--- src/rtl/cache_controller_if.sv ---
// Bus bundle for the cache controller: CPU request/response, data-array
// access and backing-memory handshake.
//   master : controller side (drives cpu_dout/ack, cache_*, mem_cs/we/addr/dout)
//   slave  : environment side (CPU, data array, memory)
interface cache_controller_if #(
  parameter int ADDR_BITS = 32,
  parameter int WORD_BITS = 32,
  parameter int TAG_BITS  = 22
);
  logic                 cpu_req;
  logic                 cpu_we;
  logic [ADDR_BITS-1:0] cpu_addr;
  logic [WORD_BITS-1:0] cpu_din;
  logic [WORD_BITS-1:0] cpu_dout;
  logic                 cpu_ack;

  logic [ADDR_BITS-1:0] cache_addr;
  logic [WORD_BITS-1:0] cache_din;
  logic                 cache_store;
  logic                 cache_edit;
  logic [WORD_BITS-1:0] cache_dout;
  logic                 cache_valid;
  logic                 cache_dirty;
  logic [TAG_BITS-1:0]  cache_tag;

  logic                 mem_cs;
  logic                 mem_we;
  logic [ADDR_BITS-1:0] mem_addr;
  logic [WORD_BITS-1:0] mem_dout;
  logic [WORD_BITS-1:0] mem_din;
  logic                 mem_ack;

  modport master (
    input  cpu_req, cpu_we, cpu_addr, cpu_din,
    input  cache_dout, cache_valid, cache_dirty, cache_tag,
    input  mem_din, mem_ack,
    output cpu_dout, cpu_ack,
    output cache_addr, cache_din, cache_store, cache_edit,
    output mem_cs, mem_we, mem_addr, mem_dout
  );

  modport slave (
    output cpu_req, cpu_we, cpu_addr, cpu_din,
    output cache_dout, cache_valid, cache_dirty, cache_tag,
    output mem_din, mem_ack,
    input  cpu_dout, cpu_ack,
    input  cache_addr, cache_din, cache_store, cache_edit,
    input  mem_cs, mem_we, mem_addr, mem_dout
  );
endinterface

--- src/rtl/cache_controller.sv ---
// Direct-mapped, write-back cache controller, 4 words per line.
// Ports:
//   clk  - clock, all state on rising edge
//   rst  - asynchronous active-low reset
//   bus  - cache_controller_if.master: CPU request/ack, data-array
//          address/write strobes (array reads have 1-cycle latency),
//          memory request/ack for writeback and refill.
//
// state  | meaning
// IDLE   | waiting for cpu_req; array addressed with cpu_addr
// LOOKUP | compare array tag of latched address, complete hits
// WB_RD  | address victim word k in the array
// WB_WR  | write victim word k to memory, wait mem_ack
// REFILL | read word k from memory into the array, wait mem_ack
module cache_controller #(
  parameter int ADDR_BITS        = 32,
  parameter int WORD_BITS        = 32,
  parameter int TAG_BITS         = 22,
  parameter int WORD_BYTES_WIDTH = 2,
  parameter int LINE_WORDS_WIDTH = 2
) (
  input  logic clk,
  input  logic rst,
  cache_controller_if.master bus
);
  localparam int OFF_BITS = LINE_WORDS_WIDTH + WORD_BYTES_WIDTH;
  localparam int IDX_BITS = ADDR_BITS - TAG_BITS - OFF_BITS;

  typedef enum logic [2:0] {IDLE, LOOKUP, WB_RD, WB_WR, REFILL} state_t;

  state_t                      state;
  logic [ADDR_BITS-1:0]        req_addr;
  logic                        req_we;
  logic [WORD_BITS-1:0]        req_din;
  logic [TAG_BITS-1:0]         victim_tag;
  logic [LINE_WORDS_WIDTH-1:0] k;
  logic                        settle;
  logic                        cpu_ack_q;
  logic [WORD_BITS-1:0]        cpu_dout_q;

  logic [TAG_BITS-1:0]  req_tag;
  logic [IDX_BITS-1:0]  req_idx;
  logic                 hit;
  logic                 last_word;
  logic [ADDR_BITS-1:0] line_addr;
  logic [ADDR_BITS-1:0] wb_addr;
  logic [ADDR_BITS-1:0] rf_addr;

  assign req_tag   = req_addr[ADDR_BITS-1 -: TAG_BITS];
  assign req_idx   = req_addr[OFF_BITS +: IDX_BITS];
  assign hit       = bus.cache_valid && (bus.cache_tag == req_tag);
  assign last_word = &k;
  assign line_addr = {{TAG_BITS{1'b0}}, req_idx, k, {WORD_BYTES_WIDTH{1'b0}}};
  assign wb_addr   = {victim_tag, req_idx, k, {WORD_BYTES_WIDTH{1'b0}}};
  assign rf_addr   = {req_tag, req_idx, k, {WORD_BYTES_WIDTH{1'b0}}};

  assign bus.cpu_ack  = cpu_ack_q;
  assign bus.cpu_dout = cpu_dout_q;

  always_ff @(posedge clk or negedge rst) begin
    if (!rst) begin
      state      <= IDLE;
      req_addr   <= '0;
      req_we     <= 1'b0;
      req_din    <= '0;
      victim_tag <= '0;
      k          <= '0;
      settle     <= 1'b0;
      cpu_ack_q  <= 1'b0;
      cpu_dout_q <= '0;
    end else begin
      cpu_ack_q <= 1'b0;
      case (state)
        IDLE: begin
          if (bus.cpu_req) begin
            req_addr <= bus.cpu_addr;
            req_we   <= bus.cpu_we;
            req_din  <= bus.cpu_din;
            settle   <= 1'b0;
            state    <= LOOKUP;
          end
        end
        LOOKUP: begin
          // After a refill the array last saw the refill address, so spend
          // one cycle re-reading the requested word before comparing.
          if (settle) begin
            settle <= 1'b0;
          end else if (hit) begin
            if (!req_we) cpu_dout_q <= bus.cache_dout;
            cpu_ack_q <= 1'b1;
            state     <= IDLE;
          end else if (bus.cache_valid && bus.cache_dirty) begin
            victim_tag <= bus.cache_tag;
            k          <= '0;
            state      <= WB_RD;
          end else begin
            k     <= '0;
            state <= REFILL;
          end
        end
        WB_RD: state <= WB_WR;
        WB_WR: begin
          if (bus.mem_ack) begin
            if (last_word) begin
              k     <= '0;
              state <= REFILL;
            end else begin
              k     <= k + LINE_WORDS_WIDTH'(1);
              state <= WB_RD;
            end
          end
        end
        REFILL: begin
          if (bus.mem_ack) begin
            if (last_word) begin
              k      <= '0;
              settle <= 1'b1;
              state  <= LOOKUP;
            end else begin
              k <= k + LINE_WORDS_WIDTH'(1);
            end
          end
        end
        default: state <= IDLE;
      endcase
    end
  end

  always_comb begin
    bus.cache_addr  = '0;
    bus.cache_din   = '0;
    bus.cache_store = 1'b0;
    bus.cache_edit  = 1'b0;
    bus.mem_cs      = 1'b0;
    bus.mem_we      = 1'b0;
    bus.mem_addr    = '0;
    bus.mem_dout    = '0;
    case (state)
      // Gated by rst so every output reads 0 while reset is held.
      IDLE: bus.cache_addr = rst ? bus.cpu_addr : '0;
      LOOKUP: begin
        bus.cache_addr = req_addr;
        if (!settle && hit && req_we) begin
          bus.cache_edit = 1'b1;
          bus.cache_din  = req_din;
        end
      end
      WB_RD: bus.cache_addr = line_addr;
      WB_WR: begin
        // Address held so the array keeps presenting the same victim word.
        bus.cache_addr = line_addr;
        bus.mem_cs     = 1'b1;
        bus.mem_we     = 1'b1;
        bus.mem_addr   = wb_addr;
        bus.mem_dout   = bus.cache_dout;
      end
      REFILL: begin
        bus.cache_addr = req_addr;
        bus.mem_cs     = 1'b1;
        bus.mem_addr   = rf_addr;
        if (bus.mem_ack) begin
          bus.cache_store = 1'b1;
          bus.cache_addr  = rf_addr;
          bus.cache_din   = bus.mem_din;
        end
      end
      default: ;
    endcase
  end
endmodule
--- src/flat_wrapper.sv ---
// flat-port wrapper written by rule: the top's interface ports become plain ports
module cache_controller_flat 
#(
  parameter int ADDR_BITS        = 32,
  parameter int WORD_BITS        = 32,
  parameter int TAG_BITS         = 22,
  parameter int WORD_BYTES_WIDTH = 2,
  parameter int LINE_WORDS_WIDTH = 2
)
  (clk, rst, bus_cpu_req, bus_cpu_we, bus_cpu_addr, bus_cpu_din, bus_cache_dout, bus_cache_valid, bus_cache_dirty, bus_cache_tag, bus_mem_din, bus_mem_ack, bus_cpu_dout, bus_cpu_ack, bus_cache_addr, bus_cache_din, bus_cache_store, bus_cache_edit, bus_mem_cs, bus_mem_we, bus_mem_addr, bus_mem_dout);
  cache_controller_if #(.ADDR_BITS(ADDR_BITS), .WORD_BITS(WORD_BITS), .TAG_BITS(TAG_BITS)) bus_i ();
  input  logic clk;
  input  logic rst;
  input wire logic [$bits(bus_i.cpu_req)-1:0] bus_cpu_req;
  input wire logic [$bits(bus_i.cpu_we)-1:0] bus_cpu_we;
  input wire logic [$bits(bus_i.cpu_addr)-1:0] bus_cpu_addr;
  input wire logic [$bits(bus_i.cpu_din)-1:0] bus_cpu_din;
  input wire logic [$bits(bus_i.cache_dout)-1:0] bus_cache_dout;
  input wire logic [$bits(bus_i.cache_valid)-1:0] bus_cache_valid;
  input wire logic [$bits(bus_i.cache_dirty)-1:0] bus_cache_dirty;
  input wire logic [$bits(bus_i.cache_tag)-1:0] bus_cache_tag;
  input wire logic [$bits(bus_i.mem_din)-1:0] bus_mem_din;
  input wire logic [$bits(bus_i.mem_ack)-1:0] bus_mem_ack;
  output wire logic [$bits(bus_i.cpu_dout)-1:0] bus_cpu_dout;
  output wire logic [$bits(bus_i.cpu_ack)-1:0] bus_cpu_ack;
  output wire logic [$bits(bus_i.cache_addr)-1:0] bus_cache_addr;
  output wire logic [$bits(bus_i.cache_din)-1:0] bus_cache_din;
  output wire logic [$bits(bus_i.cache_store)-1:0] bus_cache_store;
  output wire logic [$bits(bus_i.cache_edit)-1:0] bus_cache_edit;
  output wire logic [$bits(bus_i.mem_cs)-1:0] bus_mem_cs;
  output wire logic [$bits(bus_i.mem_we)-1:0] bus_mem_we;
  output wire logic [$bits(bus_i.mem_addr)-1:0] bus_mem_addr;
  output wire logic [$bits(bus_i.mem_dout)-1:0] bus_mem_dout;
  assign bus_i.cpu_req = bus_cpu_req;
  assign bus_i.cpu_we = bus_cpu_we;
  assign bus_i.cpu_addr = bus_cpu_addr;
  assign bus_i.cpu_din = bus_cpu_din;
  assign bus_i.cache_dout = bus_cache_dout;
  assign bus_i.cache_valid = bus_cache_valid;
  assign bus_i.cache_dirty = bus_cache_dirty;
  assign bus_i.cache_tag = bus_cache_tag;
  assign bus_i.mem_din = bus_mem_din;
  assign bus_i.mem_ack = bus_mem_ack;
  assign bus_cpu_dout = bus_i.cpu_dout;
  assign bus_cpu_ack = bus_i.cpu_ack;
  assign bus_cache_addr = bus_i.cache_addr;
  assign bus_cache_din = bus_i.cache_din;
  assign bus_cache_store = bus_i.cache_store;
  assign bus_cache_edit = bus_i.cache_edit;
  assign bus_mem_cs = bus_i.mem_cs;
  assign bus_mem_we = bus_i.mem_we;
  assign bus_mem_addr = bus_i.mem_addr;
  assign bus_mem_dout = bus_i.mem_dout;
  cache_controller #(.ADDR_BITS(ADDR_BITS), .WORD_BITS(WORD_BITS), .TAG_BITS(TAG_BITS), .WORD_BYTES_WIDTH(WORD_BYTES_WIDTH), .LINE_WORDS_WIDTH(LINE_WORDS_WIDTH)) u_core (.clk(clk), .rst(rst), .bus(bus_i));
endmodule
--- config.mk ---
export PLATFORM = sky130hd
export DESIGN_NAME = cache_controller_flat
export DESIGN_NICKNAME = d
export VERILOG_FILES = /design/src/rtl/cache_controller_if.sv /design/src/rtl/cache_controller.sv /design/src/flat_wrapper.sv
export SDC_FILE = /design/constraint.sdc
export NUM_CORES = 1
export LEC_CHECK = 0
export BUFFER_PORTS_ARGS = -buffer_cell sky130_fd_sc_hd__buf_2
export CORE_AREA = 2 2 126 128
export DETAILED_ROUTE_END_ITERATION = 6
export DIE_AREA = 0 0 128 130
export PLACE_DENSITY = 0.74
export RECOVER_POWER = 50
export REMOVE_ABC_BUFFERS = 1
export SLEW_MARGIN = 30
export SYNTH_ARGS = -nofsm -noshare
export SYNTH_HDL_FRONTEND = slang
export SYNTH_SLANG_ARGS = --single-unit
--- constraint.sdc ---
create_clock -name clk -period 3.1 [get_ports clk]
set_clock_uncertainty 0.05 [all_clocks]
set_input_delay 0 -clock clk [delete_from_list [all_inputs] [get_ports clk]]
set_output_delay 0 -clock clk [all_outputs]
set_load 0.05 [all_outputs]
# Word-level counts from Yosys, hierarchy flattened
# Cells that the tools add are included.
[totals]
regBits = 126
in_bits = 157
out_inout_bits = 165
elab_cells = 77
[op_classes]
bitwise_logic = 3
n_eq_ne = 12
n_addsub = 1
reduce_logical = 17
mux = 35
[ops]
columns = ["op", "count"]
rows = [
  ["32-bit two-way mux", 4],
  ["32-bit case mux with 2 select lines", 2],
  ["32-bit case mux with 4 select lines", 1],
  ["3-bit two-way mux", 8],
  ["22-bit == test", 1],
  ["4-bit AND reduction", 4],
  ["3-bit case mux with 5 select lines", 1],
  ["1-bit two-way mux", 12],
  ["2-bit != test, second input constant", 5],
  ["2-bit two-way mux", 4],
  ["3-bit by 2-bit == test with 1-bit output, second input constant", 2],
  ["5-bit AND reduction", 1],
  ["1-bit logical AND", 4],
  ["4-bit two-way mux", 1],
  ["2-bit by 1-bit != test with 1-bit output, second input constant", 2],
  ["2-bit case mux with 2 select lines", 1],
  ["2-bit AND reduction", 2],
  ["2-bit OR reduction", 2],
  ["3-bit by 1-bit == test with 1-bit output, second input constant", 1],
  ["3-bit == test, second input constant", 1],
  ["3-bit zero test", 1],
  ["1-bit NOT", 3],
  ["1-bit case mux with 3 select lines", 1],
  ["3-bit nonzero test", 1],
  ["other kinds (3)", 3],
]

# Logic depth before layout (Yosys ltp)
[logic_depth]
ltp_word = 6
depth_mapped = 8
mapped_depth_nobuf = 6

# Worst setup path after synthesis
# Ideal clock, no wire load.
[synth_path]
path_type = "register to output"
from = "register u_core.state[1]"
to = "output port bus_cache_din[19]"
path_stages_with_launch = 7
arrival_time_ns = 2.421
setup_slack_ns = 0.629
path_cell_list = "dfrtp_1 clkbuf_1 nor3b_1 and2_1 buf_2 buf_1 a22o_1"
[synth_via]
elab_chain_cells = 2
[synth_lines]
columns = ["element", "line", "text"]
rows = [
  ["from (decl)", "cache_controller.sv:31", "state_t state;"],
  ["from (signal assigned)", "cache_controller.sv:62", "state <= IDLE;"],
  ["from (signal assigned)", "cache_controller.sv:80", "state <= LOOKUP;"],
  ["from (signal assigned)", "cache_controller.sv:91", "state <= IDLE;"],
  ["3-bit == test or 3-bit by 1-bit == test with 1-bit output (tied branches)", "cache_controller.sv:138", "case (state)"],
  ["32-bit case mux with 2 select lines (*)", "cache_controller.sv:138", ""],
  ["to (decl)", "flat_wrapper.sv:27", "output wire logic [$bits(bus_i.cache_din)-1:0] bus_cache_din;"],
]
# Mark *: on every way between the ends. The rest lies on a longest branch, timed or not.

# Worst setup path after layout
[layout_path]
from = "register u_core.req_addr[11]"
to = "output port bus_cache_din[1]"
[layout_via]
elab_chain_cells = 6
[layout_lines]
columns = ["element", "line", "text"]
rows = [
  ["from (decl)", "cache_controller.sv:32", "logic [ADDR_BITS-1:0] req_addr;"],
  ["from (signal assigned)", "cache_controller.sv:76", "req_addr <= bus.cpu_addr;"],
  ["22-bit == test", "cache_controller.sv:51", "assign hit = bus.cache_valid && (bus.cache_tag == req_tag);"],
  ["1-bit logical AND", "cache_controller.sv:51", ""],
  ["1-bit logical AND (2 in series)", "cache_controller.sv:143", "if (!settle && hit && req_we) begin"],
  ["32-bit two-way mux", "cache_controller.sv:143", ""],
  ["32-bit case mux with 2 select lines", "cache_controller.sv:138", ""],
]
# No other way between the ends.

==> reports/metrics.yaml <==
clock_network:
  clock_sinks: 126
  cts_tree: "built"
  htreeDepth: 4
  clkLatencyLatePin_ns: 0.41
  post_cts_buffers: 0
  root_buffer: "clkbuf_16"
  clk_pin_slew_ns: 0.05
  cts_made_buffers: 17
  clockBufferDepth: 2
detailed_routing:
  first_pass_iters: 6
  viasPerCell: 5.21
  detail_route.wl_per_cell_um: 17.6
  initialDrtViolationCount: 309
  wl_um: 20300
  postRouteAntennaNets: 0
  drcViolationCount: 0
  via_count: 6012
sta:
  period_needed_ns: 2.88
  final-hold-violation-count: 0
  setup_tns_ns: 0
  max_slew_margin_pct: -12.5
  worst_pin_slew_ns: 1.69
  drv_slew: 68
  post-route-period-util_pct: 92.9
  final-setup-viol-count: 0
  setup_slack_ns: 0.220
  clock.fmax_mhz: 347
  rsz0062_at_grt: "false"
grt:
  grt-ovfl-total: 0
  grt_pass1_vias: 6041
  grt_max_degree: 68
  grt_pass1_wl_um: 30600
  antenna_found_initial: 1
  grt_usage_pct: 23.6
floorplan:
  die_w_um: 128
  design.portCount: 322
  core-area_um2: 15400
  die_y_um: 130
  dieArea_um2: 16600
  rows: 46
  initial_core_util_pct: 41.3
yosys:
  ys_seq_elements: 126
  yosysUniqueCellTypes: 37
  synthArstFlopShare_pct: 100
  ys_dominant_reg_cell: "dfrtp_1"
  synth_area_leader_cell: "dfrtp_1"
  synthTopCellsByCount: "126 x dfrtp_1, 113 x mux2_2, 84 x a22o_1"
  yosysSeqAreaShare_pct: 49.5
  synth_top_area_share_pct: 49.5
  synthMuxAreaShare_pct: 20.9
  yosysMostFrequentCell: "dfrtp_1"
  synth.area.top_cells: "dfrtp_1 50%, mux2_2 20%, a22o_1 12%, and3_1 3.2%, xor2_1 3.0%"
  post_synth.cell_area_avg_um2: 12.4
  synth_compound_area_share_pct: 14.0
  synth_edf_count: 0
  synthAdderAreaFrac_pct: 0.197
  synth_top_family_by_area: "multiplexers"
  postSynthCellCount: 514
  syn-cell-area_um2: 6360
  synthSimpleGateAreaFrac_pct: 8.67
  synth_xor_area_share_pct: 3.17
  ys_warn_count: 0
cells_and_area:
  syn_to_final_growth_pct: 56.5
  drive_gt1_share_pct: 46.0
  nets: 1105
  stdcell_count: 1153
place:
  dpl_worst_slack_ns: 0.534
  gp_congestion: 0.810
  place_inst: 997
  dp_hpwl_um: 12900
  io_buffers: 319
worst_setup_path:
  endpoint_kind: "output pin"
  path_max_fanout: 33
  cp.required_ns: 3.05
  criticalPathCategory: "reg -> out"
  setup.worst_path.start_class: "register"
  worstPathArrival_ns: 2.83
power_and_ir_drop:
  ir_drop_mv: 0.821
  total_power_mw: 10.1
  p_per_area_nw_per_um2: 1010
  p_leak_nw: 5.08
run_status:
  status: "complete, but fails checks"
  violations: "max-capacitance violations, max-slew violations"
min_path:
  hp-class: "in -> reg"
flow_run:
  drv_cap: 1
==> cell type report <==
cell class                      instances  area (um^2)
Tap cell                              192          240
Sequential cell                       126         3150
Fill cell                            1162         5470
Timing Repair Buffer                  457         2890
Clock inverter                         10          184
Clock buffer                           22          474
Inverter                                2         7.51
Antenna cell                            1         2.50
Multi-Input combinational cell        343         3000
==> worst max-delay path: stages, from the launching register on <==
cell	delay, ns
dfrtp_1	0.40
xor2_1	0.17
nor4_1	0.45
nand4_2	0.30
nor4_4	0.29
buf_6	0.30
a22o_1	0.21
buf_2	0.27
==> cell families after synthesis <==
kind of cell	Yosys count
multiplexers	118
AO/OA/AOI/OAI	108
flip-flops	126
AND/OR/NAND/NOR	91
XOR/XNOR	23
buffers and inverters	46
adder cells (fa/ha/maj)	1
other	1
==> cells in the final DEF, fill, tap and decap left out, types with 11 or more instances in the layout <==
cell           netlist  final
and2_1              12     11
and3_1              33     33
clkbuf_1            26     47
nand2_1             12     12
clkbuf_16            0     17
xor2_1              22     22
a22o_1              84     84
mux2_2             113    113
dfrtp_1            126    126
dlygate4sd3_1        0    123
buf_2               10    273
==> final timing paths <==
path / from / end / slack, ns / cells past startpoint
max: u_core.req_addr[11]$_DFFE_PN0P_ / bus_cache_din[1] / 0.22 / 7
min: bus_cache_valid / u_core.k[1]$_DFFE_PN0P_ / 0.06 / 6
min reg2reg: u_core.bus.cpu_dout[9]$_DFFE_PN0P_ / u_core.bus.cpu_dout[9]$_DFFE_PN0P_ / 0.44 / 1
max in group asynchronous: rst / u_core.req_din[7]$_DFFE_PN0P_ / 1.33 / 3
max reg2reg: u_core.req_addr[11]$_DFFE_PN0P_ / u_core.bus.cpu_dout[31]$_DFFE_PN0P_ / 0.51 / 6
min in group asynchronous: rst / u_core.req_addr[31]$_DFFE_PN0P_ / 0.57 / 3
==> metrics by stage <==
stage / util (%) / instance area, um^2 / hold WS (ns)
2_1_floorplan: - / 6150 / -0.346
3_3_place_gp: 52.7 / 8130 / 0.158
3_5_place_dp: 52.7 / 8130 / 0.157
4_1_cts: 64.9 / 10000 / 0.0428
5_1_grt: 64.6 / 9960 / 0.0761
6_report: 64.6 / 9960 / 0.0611
==> repair_timing <==
action / 4_1_cts / 5_1_grt
hold buffers: 123 / 0
endpoints found under the setup margin: 0 / 4
resized for setup: 0 / 1
hold endpoints to repair: 248 / 0
==> registers in the layout (all words and copies together), names as in the netlist <==
signal               count
u_core.settle            1
u_core.bus.cpu_dout     32
u_core.bus.cpu_ack       1
u_core.k                 2
u_core.victim_tag       22
u_core.req_addr         32
u_core.req_we            1
u_core.req_din          32
u_core.state             3
==> power breakdown <==
| part | internal (mW) | total [mW] | leakage, nW | switching [mW] |
|---|---|---|---|---|
| Combinational | 1.74 | 5.08 | 3.19 | 3.33 |
| Clock | 1.49 | 2.19 | 0.316 | 0.703 |
| Sequential | 2.27 | 2.82 | 1.57 | 0.549 |
==> metal layers <==
layer / wire, um / part of all wire, % / global-route usage, %
met1: 8180 / 40 / 28.0
met4: 582 / 2.9 / 11.9
met2: 10500 / 51 / 41.2
met5: 0 / 0 / 0
met3: 1110 / 5.4 / 4.47
No activity file was read; power rests on OpenSTA's default activity.
